**src/rtl/pc_sequencer.sv**
```systemverilog
// Next-PC controller for the fetch front end: sequential stepping, ROB/branch
// redirects with epoch tagging and buffer flush, and debug halt/resume.
module pc_sequencer #(
  parameter logic [31:0] RESET_PC = 32'h0000_0000,
  parameter int unsigned EPOCH_W  = 3
) (
  input  logic               clk,
  input  logic               reset,
  input  logic               fetch_adv,
  input  logic               rob_flush_valid,
  input  logic [31:0]        rob_flush_pc,
  input  logic               br_redirect_valid,
  input  logic [31:0]        br_redirect_pc,
  input  logic               halt_req,
  input  logic               resume,
  output logic [31:0]        pc_out,
  output logic               pc_valid,
  output logic [EPOCH_W-1:0] epoch,
  output logic               flush_out,
  output logic [1:0]         state
);

  typedef enum logic [1:0] {
    BOOT   = 2'd0,
    RUN    = 2'd1,
    REDIR  = 2'd2,
    HALTED = 2'd3
  } state_t;

  state_t             state_q, state_d;
  logic [31:0]        pc_q, pc_d;
  logic [EPOCH_W-1:0] epoch_q, epoch_d;
  logic               flush_q, flush_d;
  logic               valid_q, valid_d;

  logic               redirect;
  logic [31:0]        redirect_target;

  // ROB flushes outrank branch mispredicts when both arrive together.
  assign redirect        = rob_flush_valid || br_redirect_valid;
  assign redirect_target = rob_flush_valid ? rob_flush_pc : br_redirect_pc;

  always_comb begin
    // NOTE: every signal gets a default before the case so no path leaves one
    // unassigned, which would otherwise infer a latch.
    state_d = state_q;
    pc_d    = pc_q;
    epoch_d = epoch_q;
    flush_d = 1'b0;

    if (state_q == BOOT) begin
      state_d = RUN;
    end else if (redirect) begin
      pc_d    = {redirect_target[31:2], 2'b00};
      epoch_d = epoch_q + 1'b1;
      flush_d = 1'b1;
      state_d = (state_q == HALTED) ? HALTED : REDIR;
    end else begin
      unique case (state_q)
        RUN: begin
          if (halt_req)       state_d = HALTED;
          else if (fetch_adv) pc_d    = pc_q + 32'd4;
        end
        REDIR:  state_d = RUN;
        HALTED: if (resume) state_d = RUN;
        default: state_d = state_q;
      endcase
    end

    // Only RUN presents a fetchable PC; registering it keeps pc_valid glitch-free.
    valid_d = (state_d == RUN);
  end

  // NOTE: sequential state uses non-blocking assignments so every register
  // samples the pre-edge values computed above.
  always_ff @(posedge clk) begin
    if (reset) begin
      state_q <= BOOT;
      pc_q    <= RESET_PC;
      epoch_q <= '0;
      flush_q <= 1'b0;
      valid_q <= 1'b0;
    end else begin
      state_q <= state_d;
      pc_q    <= pc_d;
      epoch_q <= epoch_d;
      flush_q <= flush_d;
      valid_q <= valid_d;
    end
  end

  assign pc_out    = pc_q;
  assign pc_valid  = valid_q;
  assign epoch     = epoch_q;
  assign flush_out = flush_q;
  assign state     = state_q;

endmodule
```
**config.mk**
```make
export PLATFORM = sky130hd
export DESIGN_NAME = pc_sequencer
export DESIGN_NICKNAME = d
export VERILOG_FILES = /design/src/rtl/pc_sequencer.sv
export SDC_FILE = /design/constraint.sdc
export NUM_CORES = 1
export LEC_CHECK = 0
export CORE_ASPECT_RATIO = 0.9
export CORE_MARGIN = 2
export CORE_UTILIZATION = 47
export CTS_BUF_LIST = sky130_fd_sc_hd__clkbuf_4 sky130_fd_sc_hd__clkbuf_8
export CTS_CLUSTER_DIAMETER = 80
export DETAILED_ROUTE_END_ITERATION = 10
export GPL_ROUTABILITY_DRIVEN = 0
export HOLD_SLACK_MARGIN = 0.08
export PLACE_DENSITY = 0.94
export SETUP_SLACK_MARGIN = 0.15
export SLEW_MARGIN = 20
export SYNTH_ARGS = -nofsm -noshare
export SYNTH_HDL_FRONTEND = slang
export SYNTH_SLANG_ARGS = --single-unit
export TNS_END_PERCENT = 5
```
**constraint.sdc**
```tcl
create_clock -name clk -period 2.8 [get_ports clk]
set_input_delay 0.56 -clock clk [delete_from_list [all_inputs] [get_ports clk]]
set_output_delay 0.56 -clock clk [all_outputs]
set_load 0.05 [all_outputs]
```
==> results of run 1 <==
sequential cells by signal, summed over array words and instances, names as in the netlist:
signal,count
epoch,3
flush_out,1
pc_out,30
pc_valid,1
state,2
cell families after synthesis:
group | synth area share (%)
AOI/OAI and AO/OA | 31.39
xor gates and xnor gates | 1.058
adders and majority gates | 1.007
buffers and inverters | 6.247
DFF | 29.82
muxes | 2.872
other | 0.1510
and+or+nand+nor | 27.46
where the power goes:
| group | switching [uW] | internal [uW] | leakage (uW) |
|---|---|---|---|
| logic | 435 | 298 | 0.000960 |
| registers | 88.9 | 586 | 0.000304 |
| clock network | 186 | 182 | 0.0000484 |
| total | 710 | 1070 | 0.00131 |
final cells by class:
type	instances	area, um^2
tap	67	83.83
clock buffer	6	76.32
timing repair buffer	120	1159
multi-input combinational	260	1595
sequential	37	740.7
clock inverter	2	10.01
fill	386	1459
inverter	10	37.54
how the worst min path moves through the flow:
stage,end,startpoint,depth (start not counted)
after floorplan,epoch[1],epoch[1],2
after global placement,epoch[1],epoch[1],2
after detailed placement,epoch[1],epoch[1],2
after CTS,epoch[1],epoch[1],2
after global routing,epoch[1],epoch[1],2
final,epoch[1],epoch[1],2
routing by layer:
layer | vias up | track usage, % | routed length, um
met1 | 1483 | 37.13 | 3468
met5 | - | 0 | 0
met2 | 222 | 50.37 | 4136
met3 | 33 | 5.693 | 827
met4 | 0 | 11.68 | 243
li1 | 1480 | - | -
metrics by stage:
step                worst slack (ps)  power, uW  cell area, um^2  utilization, %
floorplan                      583.9       1103             2487               -
global placement               331.9       1384             3616           70.06
detailed placement             275.7       1404             3616           70.06
CTS                            582.8       1763             3702           71.73
global route                   399.2       1850             3702           71.73
finish                         518.4       1776             3702           71.73
Yosys cell counts, types with 4 or more instances:
cell and n:
a21oi_1 36, a221o_1 4, a22oi_1 10, a31oi_1 4, and3_1 7, and4_1 5, buf_2 4, clkbuf_1 21
dfxtp_1 37, inv_1 10, mux2i_1 6, nand2_1 25, nand2b_1 4, nand3_1 24, nand4_1 8, nor2_1 25
nor2b_1 4, nor3_1 7, nor4_1 6, o211ai_1 4, o21ai_0 18, o22ai_1 5, o32ai_1 5
worst min-delay path: cells and delay by family (launching register included):
family	cells	cell delay (ps)
compound gates	1	60
simple gates	1	60
flops	1	330
==> qor.csv, run 1 <==
stage,metric,value,unit
final_layout,share of post-route cells with drive strength above 1,7.816,%
global_routing,GR Overflow Total,0,
cts,"Reg clk slew, reported paths",80,ps
setup_path,worst path bufs/invs,2,
placed_design,dpl hpwl,6274,um
setup_path,CP arrival,2450,ps
final_layout,"leading cell type in the layout, fill and taps excluded",clkdlybuf4s50_1,
worst_hold_path,class of the worst hold path,reg2reg,
setup_path,Top Family by Delay on Critical Path,compound AO/OA/AOI/OAI gates,
pwr,Power Density,479.6,nW/um^2
synthesis,sequential area share after synthesis,29.82,%
synthesis,Ys Warns,0,
timing,"Slew Viols, Final",0,
synthesis,"FFs w/ async S/R, synth",0,%
route,DRC,0,
job,Max Cap Viol,0,
placed_design,dpl cells,494,
final_layout,Syn-to-layout area delta,49.07,%
outcome,status,completed,
setup_path,Worst path depth,7,
timing,fmax,0.4383,GHz
synthesis,Area contributors post-synth,"dfxtp_1 30%, a21oi_1 7.3%, nand3_1 4.8%, nand2_1 3.8%, nor2_1 3.8%",
timing,worst-margin pin slew,662.0,ps
route,Avg WL per Cell,17.28,um
setup_path,worst-path cell chain,"clkdlybuf4s50_1, or2_2, o21ai_2, buf_4, a21oi_1, a22oi_1, o21ai_0",
setup_path,Reg-to-Reg End,pc_out[29],
floorplan,die width,80.63,um
pwr,worst IR drop on VDD,260.1,uV
timing,TNS Setup,0,ps
setup_path,startpoint types,primary input,
timing,final hold violations,0,
synthesis,number of synthesized flops with an enable pin,0,
cts,CTS buffer count,5,
route,post-detailed-route count of antenna-violating nets,0,
cts,clock buffer depth,2,
placed_design,IO buf count,103,
timing,Final setup viols,0,
floorplan,Die Span Y,72.97,um
synthesis,synth unique cells,56,
global_routing,vias in the first global route,3018,
route,via count,3218,
route,DR pass1 iterations,6,
synthesis,"Avg Cell Area, Syn",7.436,um^2
final_layout,Non-Filler Instances,502,
synthesis,top cell type's share of synthesized area,29.82,%
setup_path,"setup slack, reg-to-reg",690,ps
floorplan,die area,5883,um^2
setup_path,worst reg-to-reg path cell count,5,
synthesis,"Cell Area, Synth",2484,um^2
floorplan,Ports,110,
cts,"Hold-fix buffers, CTS",0,
cts,CTS Sinks,37,
global_routing,gr usage total,29.63,%
setup_path,FF-to-FF Start,pc_out[10],
pwr,leakage power,0.001313,uW
final_layout,"commonest cells after routing, fill and taps aside","103 x clkdlybuf4s50_1, 37 x dfxtp_1, 36 x a21oi_1",
cts,CTS tree,done,
setup_path,CP Launch Point,br_redirect_valid,
cts,clk root buf,clkbuf_8,
cts,number of H-tree levels,2,
global_routing,initial antenna violation count,0,
synthesis,Syn Inst Count,334,
final_layout,final net count,507,
floorplan,Initial Util,48.12,%
setup_path,crit path max-delay cell type,o21ai_2,
setup_path,max incr delay on CP,440,ps
cts,"Clk Latency, worst-skew pair",290,ps
timing,Final min period,2282,ps
setup_path,CP Data Required Time,2970,ps
timing,Min Hold Slack,488.2,ps
floorplan,Core Box Area,5161,um^2
cts,CTS resizes,0,
route,Routed WL,8676,um
global_routing,largest net degree at the start of global routing,31,
cts,Post-CTS Setup Inserts,0,
timing,RSZ-0062 raised after global routing,no,
synthesis,Yosys top cell by area,dfxtp_1,
setup_path,CP max FO,12,
setup_path,critical path endpoint,pc_out[15],
route,drt first-iter violations,387,
timing,clock skew,6.790,ps
setup_path,kind of critical path,in2reg,
timing,Slew headroom,55.71,%
synthesis,"Top FF cell, synth",dfxtp_1,
timing,fin crit share,81.49,%
route,Vias per Instance,6.410,
final_layout,Diodes inserted,0,
synthesis,Synth Register Bits,37,
floorplan,Rows,25,
global_routing,first-pass GRT wire length,13890,um
setup_path,Setup crit end kind,flop,
Power figures use the tool's default switching activity.
==> run 2: changes to the inputs <==
Settings changed: CORE_UTILIZATION 47 to 39, PLACE_DENSITY 0.94 to 0.83.
Clock period 2.8 ns to 2 ns, I/O delays scaled along.
==> run 2 against run 1 <==
Against the previous run: worst hold slack improved by 9.5 ps; core utilization decreased by 5.9 points; combinational power increased by 50%; global-route usage decreased by 2.6 points; power increased by 62%; register-to-register slack got worse by 570 ps; first-iteration DRC count decreased by 14%; critical path type is now reg2out; critical endpoint is now pc_out[30]; largest cell class unchanged.
==> qor.csv, run 2 (synthesis results as in run 1) <==
stage,metric,value,unit
final_layout,final net count,525,
timing,clock skew,8.786,ps
final_layout,Reg area,788.3,um^2
timing,worst-margin pin slew,544.9,ps
setup_path,crit path max-delay cell type,clkdlybuf4s50_1,
setup_path,CP arrival,1540,ps
floorplan,die width,88.12,um
timing,Slew headroom,63.61,%
setup_path,CP max FO,5,
route,DRC,0,
pwr,Power Density,708.9,nW/um^2
floorplan,die area,7024,um^2
setup_path,Reg-to-Reg End,pc_out[30],
pwr,P_int,1797,uW
global_routing,GR Overflow Total,0,
global_routing,first-pass GRT wire length,14960,um
route,drt first-iter violations,331,
pwr,switching power share of the total,37.37,%
route,via count,3225,
pwr,leakage power,0.001486,uW
final_layout,"leading cell type in the layout, fill and taps excluded",clkdlybuf4s50_1,
global_routing,gr usage total,27.01,%
final_layout,Non-Filler Instances,540,
timing,Final setup viols,0,
setup_path,"setup slack, reg-to-reg",120,ps
final_layout,fillers,510,
global_routing,largest net degree at the start of global routing,34,
setup_path,max incr delay on CP,830,ps
final_layout,"Core Util, Final",65.81,%
global_routing,initial antenna violation count,0,
cts,"Clk Latency, worst-skew pair",300,ps
route,post-detailed-route count of antenna-violating nets,0,
setup_path,worst reg-to-reg path cell count,5,
setup_path,FF-to-FF Start,pc_out[23],
final_layout,Finished Cell Area,4046,um^2
cts,clock buffer depth,2,
placed_design,DP Worst Slack,-185.5,ps
final_layout,share of post-route cells with drive strength above 1,18.98,%
cts,Post-CTS Setup Inserts,0,
cts,CTS Sinks,37,
cts,clk root buf,clkbuf_8,
placed_design,IO buf count,103,
cts,CTS buffer count,5,
cts,"Reg clk slew, reported paths",90,ps
setup_path,startpoint types,flop,
cts,number of H-tree levels,2,
floorplan,Core Box Area,6148,um^2
timing,final hold violations,0,
timing,fin crit share,97.03,%
floorplan,Ports,110,
final_layout,Diodes inserted,0,
floorplan,Rows,27,
pwr,worst IR drop on VDD,330.3,uV
setup_path,Top Family by Delay on Critical Path,buffers and inverters,
timing,RSZ-0062 raised after global routing,yes,
placed_design,dpl hpwl,6893,um
setup_path,worst path bufs/invs,1,
route,Routed WL,9518,um
timing,Min Hold Slack,497.7,ps
timing,worst setup margin,59.38,ps
outcome,status,completed,
worst_hold_path,worst hold path cell count,2,
final_layout,multi-input logic area,1640,um^2
cts,CTS tree,done,
worst_hold_path,Hold Startpoint,epoch[1],
final_layout,Syn-to-layout area delta,62.92,%
job,Max Cap Viol,0,
placed_design,dpl cells,532,
route,Avg WL per Cell,17.63,um
setup_path,CP Data Required Time,1600,ps
timing,Final min period,1941,ps
setup_path,Setup crit end kind,primary output,
timing,fmax,0.5153,GHz
pwr,Seq pwr share,33.2,%
route,DR pass1 iterations,5,
worst_hold_path,class of the worst hold path,reg2reg,
pwr,Combinational Power Share,38.3,%
floorplan,Initial Util,40.39,%
placed_design,DP Area,3874,um^2
setup_path,kind of critical path,reg2out,
final_layout,"commonest cells after routing, fill and taps aside","95 x clkdlybuf4s50_1, 36 x a21oi_1, 36 x buf_4",
floorplan,Die Span Y,79.71,um
global_routing,vias in the first global route,3141,
final_layout,max FFs per register,30,
worst_hold_path,worst hold path endpoint,epoch[1],
setup_path,worst-path cell chain,clkdlybuf4s50_1,
pwr,Clock power frac,28.4,%
timing,"Slew Viols, Final",0,
route,Vias per Instance,5.972,
pwr,Psw,1072,uW
run 2: area by class of cell:
class	count	area share, %
multi-input combinational	260	40.54
timing repair buffer	138	32.96
sequential	37	19.48
tap	87	2.690
clock buffer	5	1.701
clock inverter	3	1.701
inverter	10	0.9276
run 2: per-stage QoR:
step	power, uW	TNS, ps
2_1_floorplan	1554	0
3_3_place_gp	2014	-1365
3_5_place_dp	2043	-2265
4_1_cts	2847	0
5_1_grt	2981	-50.27
6_report	2869	0
run 2: power groups by stage:
stage | Clock (uW) | Combinational (uW) | Sequential, uW
3_5_place_dp | 0 | 1080 | 964
6_report | 816 | 1100 | 954
3_3_place_gp | 0 | 1060 | 958
5_1_grt | 855 | 1160 | 965
2_1_floorplan | 0 | 331 | 1220
4_1_cts | 817 | 1080 | 948
run 2: what timing repair did:
action	CTS	global route
gates resized for setup	1	7
hold buffers	0	0
endpoints found under the setup margin	33	43
pin swaps	0	1
run 2: how the worst max path moves through the flow:
stage,to,slack (ps),depth (start not counted),startpoint
floorplan,pc_out[29],110,5,pc_out[23]
global placement,pc_out[23],-140,6,br_redirect_valid
detailed placement,pc_out[5],-190,7,br_redirect_valid
CTS,pc_out[15],50,1,pc_out[15]
global route,pc_out[30],-50,6,pc_out[2]
finish,pc_out[30],60,1,pc_out[30]
run 2: routing by layer:
layer	vias to the layer above	track usage (%)	wire length, um
met3	33	5.895	797
met5	-	0	0
met1	1488	32.93	3822
li1	1512	-	-
met4	0	12.27	304
met2	192	45.23	4593
